===== config.mk =====
export PLATFORM = sky130hd
export DESIGN_NAME = divu_hilo
export DESIGN_NICKNAME = d
export VERILOG_FILES = /design/src/rtl/divu_hilo_pkg.sv /design/src/rtl/divu_hilo_step.sv /design/src/rtl/divu_hilo.sv
export SDC_FILE = /design/constraint.sdc
export NUM_CORES = 1
export LEC_CHECK = 0
export BUFFER_PORTS_ARGS = -buffer_cell sky130_fd_sc_hd__buf_4
export CORE_AREA = 2 2 113 170
export CTS_BUF_LIST = sky130_fd_sc_hd__clkbuf_16
export DETAILED_ROUTE_END_ITERATION = 7
export DIE_AREA = 0 0 115 172
export GPL_TIMING_DRIVEN = 0
export PLACE_DENSITY = 0.74
export REMOVE_ABC_BUFFERS = 1
export SLEW_MARGIN = 20
export SYNTH_ARGS = -nofsm -noshare
export SYNTH_HDL_FRONTEND = slang
export SYNTH_SLANG_ARGS = --single-unit

===== constraint.sdc =====
create_clock -name clk -period 3.3 [get_ports clk]
set_clock_uncertainty 0.15 [all_clocks]
set_input_delay 0.66 -clock clk [delete_from_list [all_inputs] [get_ports clk]]
set_output_delay 0.66 -clock clk [all_outputs]
set_load 0.03 [all_outputs]

===== src/rtl/divu_hilo_pkg.sv =====
// ============================================================================
// Module : divu_hilo_pkg
// Shared state encodings, default width and Hi/Lo read-select codes.
// Rev    : 1.0
// ============================================================================
`default_nettype none
`timescale 1ns/1ps

package divu_hilo_pkg;

  localparam int DIVU_WIDTH = 32;

  // Divider FSM encoding
  localparam logic [1:0] ST_IDLE = 2'd0;
  localparam logic [1:0] ST_RUN  = 2'd1;
  localparam logic [1:0] ST_DONE = 2'd2;

  // HiorLo read-select encodings
  localparam logic SEL_HI = 1'b1;
  localparam logic SEL_LO = 1'b0;

endpackage : divu_hilo_pkg

`default_nettype wire


===== src/rtl/divu_hilo_step.sv =====
// ============================================================================
// Module : divu_step
// One combinational restoring-division step on a WIDTH+1-bit compare path.
// Rev    : 1.0
// ============================================================================
`default_nettype none
`timescale 1ns/1ps

module divu_step #(
  parameter int WIDTH = 32
) (
  input  logic [WIDTH-1:0] rem_i,
  input  logic [WIDTH-1:0] quo_i,
  input  logic [WIDTH-1:0] divisor_i,
  output logic [WIDTH-1:0] rem_o,
  output logic [WIDTH-1:0] quo_o
);

  logic [WIDTH:0] w_shifted;
  logic [WIDTH:0] w_diff;
  logic           w_fits;

  // Extra MSB keeps the carried-out bit of the shifted remainder visible.
  assign w_shifted = {rem_i, quo_i[WIDTH-1]};
  assign w_diff    = w_shifted - {1'b0, divisor_i};
  assign w_fits    = (w_shifted >= {1'b0, divisor_i});

  assign rem_o = w_fits ? w_diff[WIDTH-1:0] : w_shifted[WIDTH-1:0];
  assign quo_o = {quo_i[WIDTH-2:0], w_fits};

endmodule : divu_step

`default_nettype wire


===== src/rtl/divu_hilo.sv =====
// ============================================================================
// Module : divu_hilo
// Multi-cycle unsigned divider committing remainder/quotient into Hi/Lo.
// Rev    : 1.0
// ============================================================================
`default_nettype none
`timescale 1ns/1ps

module divu_hilo
  import divu_hilo_pkg::*;
#(
  parameter int WIDTH = DIVU_WIDTH,
  parameter int CNT_W = 6
) (
  input  logic             clk,
  input  logic             rst_n,
  input  logic             div_rst,
  input  logic [WIDTH-1:0] dividend,
  input  logic [WIDTH-1:0] divisor,
  input  logic             HiLo_ctrl,
  input  logic             HiorLo,
  output logic [WIDTH-1:0] hilo_out,
  output logic             busy,
  output logic             done,
  output logic             div_by_zero
);

  localparam logic [CNT_W-1:0] C_LAST_STEP = CNT_W'(WIDTH - 1);

  logic [1:0]       state_q, state_d;
  logic [CNT_W-1:0] cnt_q,   cnt_d;
  logic [WIDTH-1:0] rem_q,   rem_d;
  logic [WIDTH-1:0] quo_q,   quo_d;
  logic [WIDTH-1:0] dvs_q,   dvs_d;
  logic [WIDTH-1:0] hi_q,    hi_d;
  logic [WIDTH-1:0] lo_q,    lo_d;
  logic             dbz_q,   dbz_d;

  logic [WIDTH-1:0] w_step_rem;
  logic [WIDTH-1:0] w_step_quo;

  divu_step #(
    .WIDTH (WIDTH)
  ) u_step (
    .rem_i     (rem_q),
    .quo_i     (quo_q),
    .divisor_i (dvs_q),
    .rem_o     (w_step_rem),
    .quo_o     (w_step_quo)
  );

  always_comb begin
    state_d = state_q;
    cnt_d   = cnt_q;
    rem_d   = rem_q;
    quo_d   = quo_q;
    dvs_d   = dvs_q;
    hi_d    = hi_q;
    lo_d    = lo_q;
    dbz_d   = dbz_q;

    case (state_q)
      ST_IDLE: begin
        cnt_d = '0;
        if (!div_rst) begin
          rem_d   = '0;
          quo_d   = dividend;
          dvs_d   = divisor;
          dbz_d   = (divisor == '0);
          state_d = ST_RUN;
        end
      end

      ST_RUN: begin
        if (div_rst) begin
          cnt_d   = '0;
          state_d = ST_IDLE;
        end else begin
          rem_d = w_step_rem;
          quo_d = w_step_quo;
          cnt_d = cnt_q + 1'b1;
          if (cnt_q == C_LAST_STEP) begin
            state_d = ST_DONE;
          end
        end
      end

      ST_DONE: begin
        // Abort takes priority so a late commit can never slip through.
        if (div_rst) begin
          cnt_d   = '0;
          state_d = ST_IDLE;
        end else if (HiLo_ctrl) begin
          hi_d = rem_q;
          lo_d = quo_q;
        end
      end

      default: begin
        cnt_d   = '0;
        state_d = ST_IDLE;
      end
    endcase
  end

  always_ff @(posedge clk or negedge rst_n) begin
    if (!rst_n) begin
      state_q <= ST_IDLE;
      cnt_q   <= '0;
      rem_q   <= '0;
      quo_q   <= '0;
      dvs_q   <= '0;
      hi_q    <= '0;
      lo_q    <= '0;
      dbz_q   <= 1'b0;
    end else begin
      state_q <= state_d;
      cnt_q   <= cnt_d;
      rem_q   <= rem_d;
      quo_q   <= quo_d;
      dvs_q   <= dvs_d;
      hi_q    <= hi_d;
      lo_q    <= lo_d;
      dbz_q   <= dbz_d;
    end
  end

  always_comb begin
    hilo_out = lo_q;
    case (HiorLo)
      SEL_HI:  hilo_out = hi_q;
      SEL_LO:  hilo_out = lo_q;
      default: hilo_out = lo_q;
    endcase
  end

  // The load cycle counts as busy, but not while reset is holding the FSM.
  assign busy        = (state_q == ST_RUN) ||
                       ((state_q == ST_IDLE) && !div_rst && rst_n);
  assign done        = (state_q == ST_DONE);
  assign div_by_zero = dbz_q;

endmodule : divu_hilo

`default_nettype wire


# After elaboration in Yosys (flattened, before gate mapping)
# Cells that the tools add are included.
[totals]
latch_bits = 0
mem_bits_rw = 0
reg_bits = 169
out_inout_bits = 35
word_cells = 47
in_bits = 69
rom_bits = 0
n_memories = 0
[op_classes]
magnitude_cmp = 1
mux = 16
multipliers = 0
n_reduce_logical = 11
n_div = 0
n_addsub = 2
shift = 0
n_eq_ne = 7
bitwise_logic = 2
[ops]
columns = ["op", "count"]
rows = [
  ["$pmux W32 S2", 3],
  ["$mux W32", 5],
  ["$ge A33 B32 Y1", 1],
  ["$logic_not A32 Y1", 1],
  ["$sub A32 B32 Y32", 1],
  ["$mux W6", 2],
  ["$pmux W6 S2", 1],
  ["$reduce_and A3 Y1", 3],
  ["$mux W2", 4],
  ["$add A6 B1 Y6 const B", 1],
  ["$eq A6 B5 Y1 const B", 1],
  ["$ne A2 B2 Y1 const B", 3],
  ["$pmux W2 S3", 1],
  ["$ne A3 B3 Y1 const B", 1],
  ["$eq A2 B1 Y1 const B", 1],
  ["$eq A2 B2 Y1 const B", 1],
  ["$logic_and A1 B1 Y1", 2],
  ["$logic_not A2 Y1", 1],
  ["$not A1 Y1", 2],
  ["$reduce_and A2 Y1", 1],
  ["$reduce_bool A2 Y1", 1],
  ["$logic_not A1 Y1", 1],
  ["$logic_or A1 B1 Y1", 1],
]

# Longest topological paths before layout
[logic_depth]
ltp_word = 4
ltp_mapped = 13
ltp_nobuf = 12

# Modules after synthesis
# Synthesis repeated with hierarchy kept, for this count alone.
[hier_totals]
cells_unflattened = 930
hier_area_um2 = 10078.4
[by_module_without_submodules]
columns = ["mod", "n_inst", "seq_area_each_um2", "area_each_um2", "cells_each"]
rows = [
  ["divu_hilo", 1, 4229.1, 7507.2, 575],
  ["divu_step", 1, 0.0, 2571.2, 355],
]

# Worst setup path after synthesis
# Ideal clock, no wire load.
[synth_path]
path_kind = "register to register"
from = "register rem_q[19]"
to = "register rem_q[31]"
n_path_buf = 0
required_time_ps = 3028
setup_time_ps = 122
arrival_time_ps = 2531
path_stages_with_launch = 10
setup_slack_ps = 497
path_cell_list = "dfrtp_1 > ha_1 > a21o_1 > a2111oi_2 > nor3_1 > a211oi_2 > nand2_1 > a41o_1 > or3_1 > a32o_1"
[synth_between]
elab_chain_len = 4
word_cells_on_any_way = 5
classes_between = "1 x add/sub; 1 x order compare; 3 x mux"
[synth_lines]
columns = ["element", "line", "source"]
rows = [
  ["start, declared", "divu_hilo.sv:32", "logic [WIDTH-1:0] rem_q, rem_d;"],
  ["start signal, assigned", "divu_hilo.sv:119", "rem_q <= rem_d;"],
  ["$sub A32 B32 Y32 / $ge A33 B32 Y1 (equally long branches)", "divu_hilo_step.sv:25, divu_hilo_step.sv:26", ""],
  ["$mux W32 (*)", "divu_hilo_step.sv:28", "assign rem_o = w_fits ? w_diff[WIDTH-1:0] : w_shifted[WIDTH-1:0];"],
  ["$mux W32 (*)", "divu_hilo.sv:75", "if (div_rst) begin"],
  ["$pmux W32 S2 (*)", "divu_hilo.sv:62", "case (state_q)"],
]
# Mark *: on every way between the ends. The rest lies on a longest branch, timed or not. The select of a mux whose other input is x is not followed.
# A chain may end at the register's enable or synchronous reset.

# Worst setup path in the final report
[layout_path]
from = "register dvs_q[1]"
to = "register rem_q[31]"
[layout_between]
elab_chain_len = 4
word_cells_on_any_way = 5
classes_between = "1 x add/sub; 1 x order compare; 3 x mux"
[layout_lines]
columns = ["element", "line", "source"]
rows = [
  ["start, declared", "divu_hilo.sv:34", "logic [WIDTH-1:0] dvs_q, dvs_d;"],
  ["start signal, assigned", "divu_hilo.sv:121", "dvs_q <= dvs_d;"],
  ["$sub A32 B32 Y32 / $ge A33 B32 Y1 (equally long branches)", "divu_hilo_step.sv:25, divu_hilo_step.sv:26", ""],
  ["$mux W32 (*)", "divu_hilo_step.sv:28", ""],
  ["$mux W32 (*)", "divu_hilo.sv:75", ""],
  ["$pmux W32 S2 (*)", "divu_hilo.sv:62", ""],
]
# Marked as above.

==> flow_summary.yaml <==
setup_path:
  crit_path_max_incr_delay_ps: 460
  crit_path_start_kind: "register"
  reg2reg_slack_ps: 90
  arrival_ps: 3380
  crit_required_ps: 3470
  crit_type: "register to register"
  cp_slowest_cell: "a311oi_4"
  reg2regPathDepth: 11
  cp-end-kind: "register"
  path_cells: "inv_1, ha_1, nor2b_1, o2111a_1, o21ai_1, a21oi_2, o211ai_2, a311oi_4, nor2_4, or3_1, a32o_1"
  startpoint: "dvs_q[1]$_DFFE_PN0P_"
  reg2reg_to: "rem_q[31]$_DFFE_PN0P_"
  endpoint: "rem_q[31]$_DFFE_PN0P_"
  timing.rr.start: "dvs_q[1]$_DFFE_PN0P_"
  crit_path_max_fanout: 12
floorplan:
  rows: 61
  start_util: 0.491
  core_sq_um: 18300
  die_x_um: 115
  ios: 104
  chipHeight_um: 172
  die_area_sq_um: 19800
finish:
  final_cell_mix: "169 x dfrtp_1, 111 x nand2_1, 111 x o21ai_0"
  areaGrowthSynthToFinish_pct: 19.5
  instances_no_fill: 1192
  n_fill_cell: 1567
  multi_input_area_sq_um: 4530
  final_common_cell: "dfrtp_1"
  nets: 1062
  postLayoutCoreUtil: 0.586
  seqCellArea_sq_um: 4230
  layout-drive-gt1-share: 0.273
  final_area_sq_um: 10700
  diodes: 0
grt:
  grt_max_degree: 87
  antenna_found_initial: 0
  grt_overflow: 0
  grt_use_total: 0.213
  grt_first_pass_wirelength_um: 33300
  grt_pass1_vias: 6661
routing:
  highest_layer: "met4"
  num_vias: 6670
  routed_via_density: 5.60
  drt-total-wl_um: 20500
  wl_per_cell_um: 17.2
  wl_met2_um: 10400
  routed-wl-met3_um: 671
  drtPass1Iterations: 4
  ant_nets: 0
  route.detailed.drc: 0
  drtIter0Drc: 388
  met1_length_um: 9110
synthesis:
  synth_top_flop_cell: "dfrtp_1"
  ys_types: 55
  synth_area_sq_um: 8990
  synthCells: 867
  synth_top_area_share: 0.470
  synth-edff-count: 0
  ys_ff_latch: 169
  ys_top_cells_by_area: "dfrtp_1 47%, mux2_2 12%, o21ai_0 6.3%, mux2i_1 5.7%, nand2_1 4.6%"
  yosysSeqAreaShare: 0.470
  syn_area_per_cell_sq_um: 10.4
  yosysWarnings: 0
  synth_area_leader_cell: "dfrtp_1"
  async_flop_share: 1.00
clock_network:
  cts_tree: "built"
  ctsHoldBuffers: 0
  htree_levels: 4
  cts_inserted_buffers: 17
  root_buffer: "clkbuf_16"
  clk_pin_slew_worst_paths_ps: 70
  clockBufferDepth: 2
  cts.sinks: 169
  worstSkewPairLatency_ps: 430
run_status:
  status: "complete, no violations"
timing:
  slew_headroom: 0.363
  rsz0062_at_grt: "true"
  setup_viol: 0
  worst_pin_slew_ps: 956
  setup_slack_ps: 92.0
  period_needed_ps: 3210
  tns_ps: 0
  slew_violations: 0
  fmax_mhz: 312
  hold_slack_ps: 44.8
  hold_viol: 0
  fin_crit_sh: 0.972
power:
  p_leak_nw: 5.37
  clockPowerShare: 0.390
  ir_drop_mv: 0.270
  power_density_nw_per_um2: 482
  switching_share: 0.286
  p_switching_mw: 1.48
  seq_power_share: 0.439
  internal_power_mw: 3.70
  power_mw: 5.18
  combPwrFrac: 0.171
placement:
  place_inst: 1151
  numPortBuffers: 103
  post-place-ws_ps: -307
  place_congestion: 0.903
  hpwl_um: 14000
  placed_area_sq_um: 10000
run:
  maxCapViolCount: 0
hold_path:
  hp-class: "input port to async pin"
-- kinds of logic after synthesis --
family | share of synthesized area
buffers and inverters | 0.0365
adders and majority gates | 0.0481
xor gates and xnor gates | 0.0312
and+or+nand+nor | 0.0971
muxes | 0.178
DFF | 0.470
AOI/OAI and AO/OA | 0.138
-- Yosys cell counts (3+ instances only) --
master,n
a31oi_1,4
buf_2,7
nor4_1,9
nand3_1,11
a21oi_1,31
nand2_1,111
xnor2_1,12
o21ai_0,113
inv_1,39
o21bai_1,5
mux2i_1,51
a21o_1,12
o211ai_1,3
a32oi_1,11
and3_1,4
a22o_1,3
clkbuf_1,31
xor2_1,20
dfrtp_1,169
nor2_1,24
nor3_1,6
ha_1,33
nor2b_1,6
and2_1,3
nand4_1,7
buf_1,4
nand2b_1,7
mux2_2,97
-- final cells by class --
cell class | instances | share of cell area
inverter | 39 | 0.0136
sequential | 169 | 0.394
timing repair buffer | 116 | 0.0902
multi-input combinational | 616 | 0.422
tap | 220 | 0.0256
clock inverter | 15 | 0.0154
clock buffer | 17 | 0.0396
-- power groups by stage --
| stage | clock (mW) | sequential (mW) | combinational (mW) |
|---|---|---|---|
| floorplan | 0 | 2.29 | 0.571 |
| global placement | 0 | 2.31 | 0.820 |
| detailed placement | 0 | 2.31 | 0.849 |
| CTS | 2.05 | 2.28 | 0.873 |
| global route | 2.13 | 2.29 | 0.983 |
| finish | 2.02 | 2.27 | 0.886 |
-- critical path, delay by kind of cell (launching register included) --
family                     cells  cell delay [ps]
and+or+nand+nor                3              760
DFF                            1              370
AOI/OAI and AO/OA              6             1460
buffers and inverters          1               70
adders and majority gates      1              290
-- registers in the layout, summed over array words and instances, names as in the netlist --
| signal | cells |
|---|---|
| dvs_q | 32 |
| div_by_zero | 1 |
| quo_q | 32 |
| state_q | 2 |
| hi_q | 32 |
| lo_q | 32 |
| cnt_q | 6 |
| rem_q | 32 |
-- routing by layer --
layer | global-route usage | vias up
met2 | 0.363 | 139
met5 | 0 | -
met1 | 0.281 | 3235
met3 | 0.0242 | 26
li1 | - | 3270
met4 | 0.0775 | 0
-- timing repair --
item / in CTS / in global routing
setup endpoints to repair: 33 / 20
pin swaps: 2 / 4
gates resized for setup: 4 / 9
setup buffers: 2 / 6
gates cloned: 1 / 0
-- worst min path at each step --
stage                                       to  slack, ps  depth (start not counted)
after floorplan           cnt_q[0]$_DFFE_PN0P_        210                          0
after global placement    lo_q[17]$_DFFE_PN0P_        330                          1
after detailed placement   lo_q[1]$_DFFE_PN0P_        340                          1
after CTS                 quo_q[2]$_DFFE_PN0P_         90                          1
after global routing      quo_q[3]$_DFFE_PN0P_        110                          1
final                     quo_q[3]$_DFFE_PN0P_         40                          1
(Power assumes the default switching activity.)
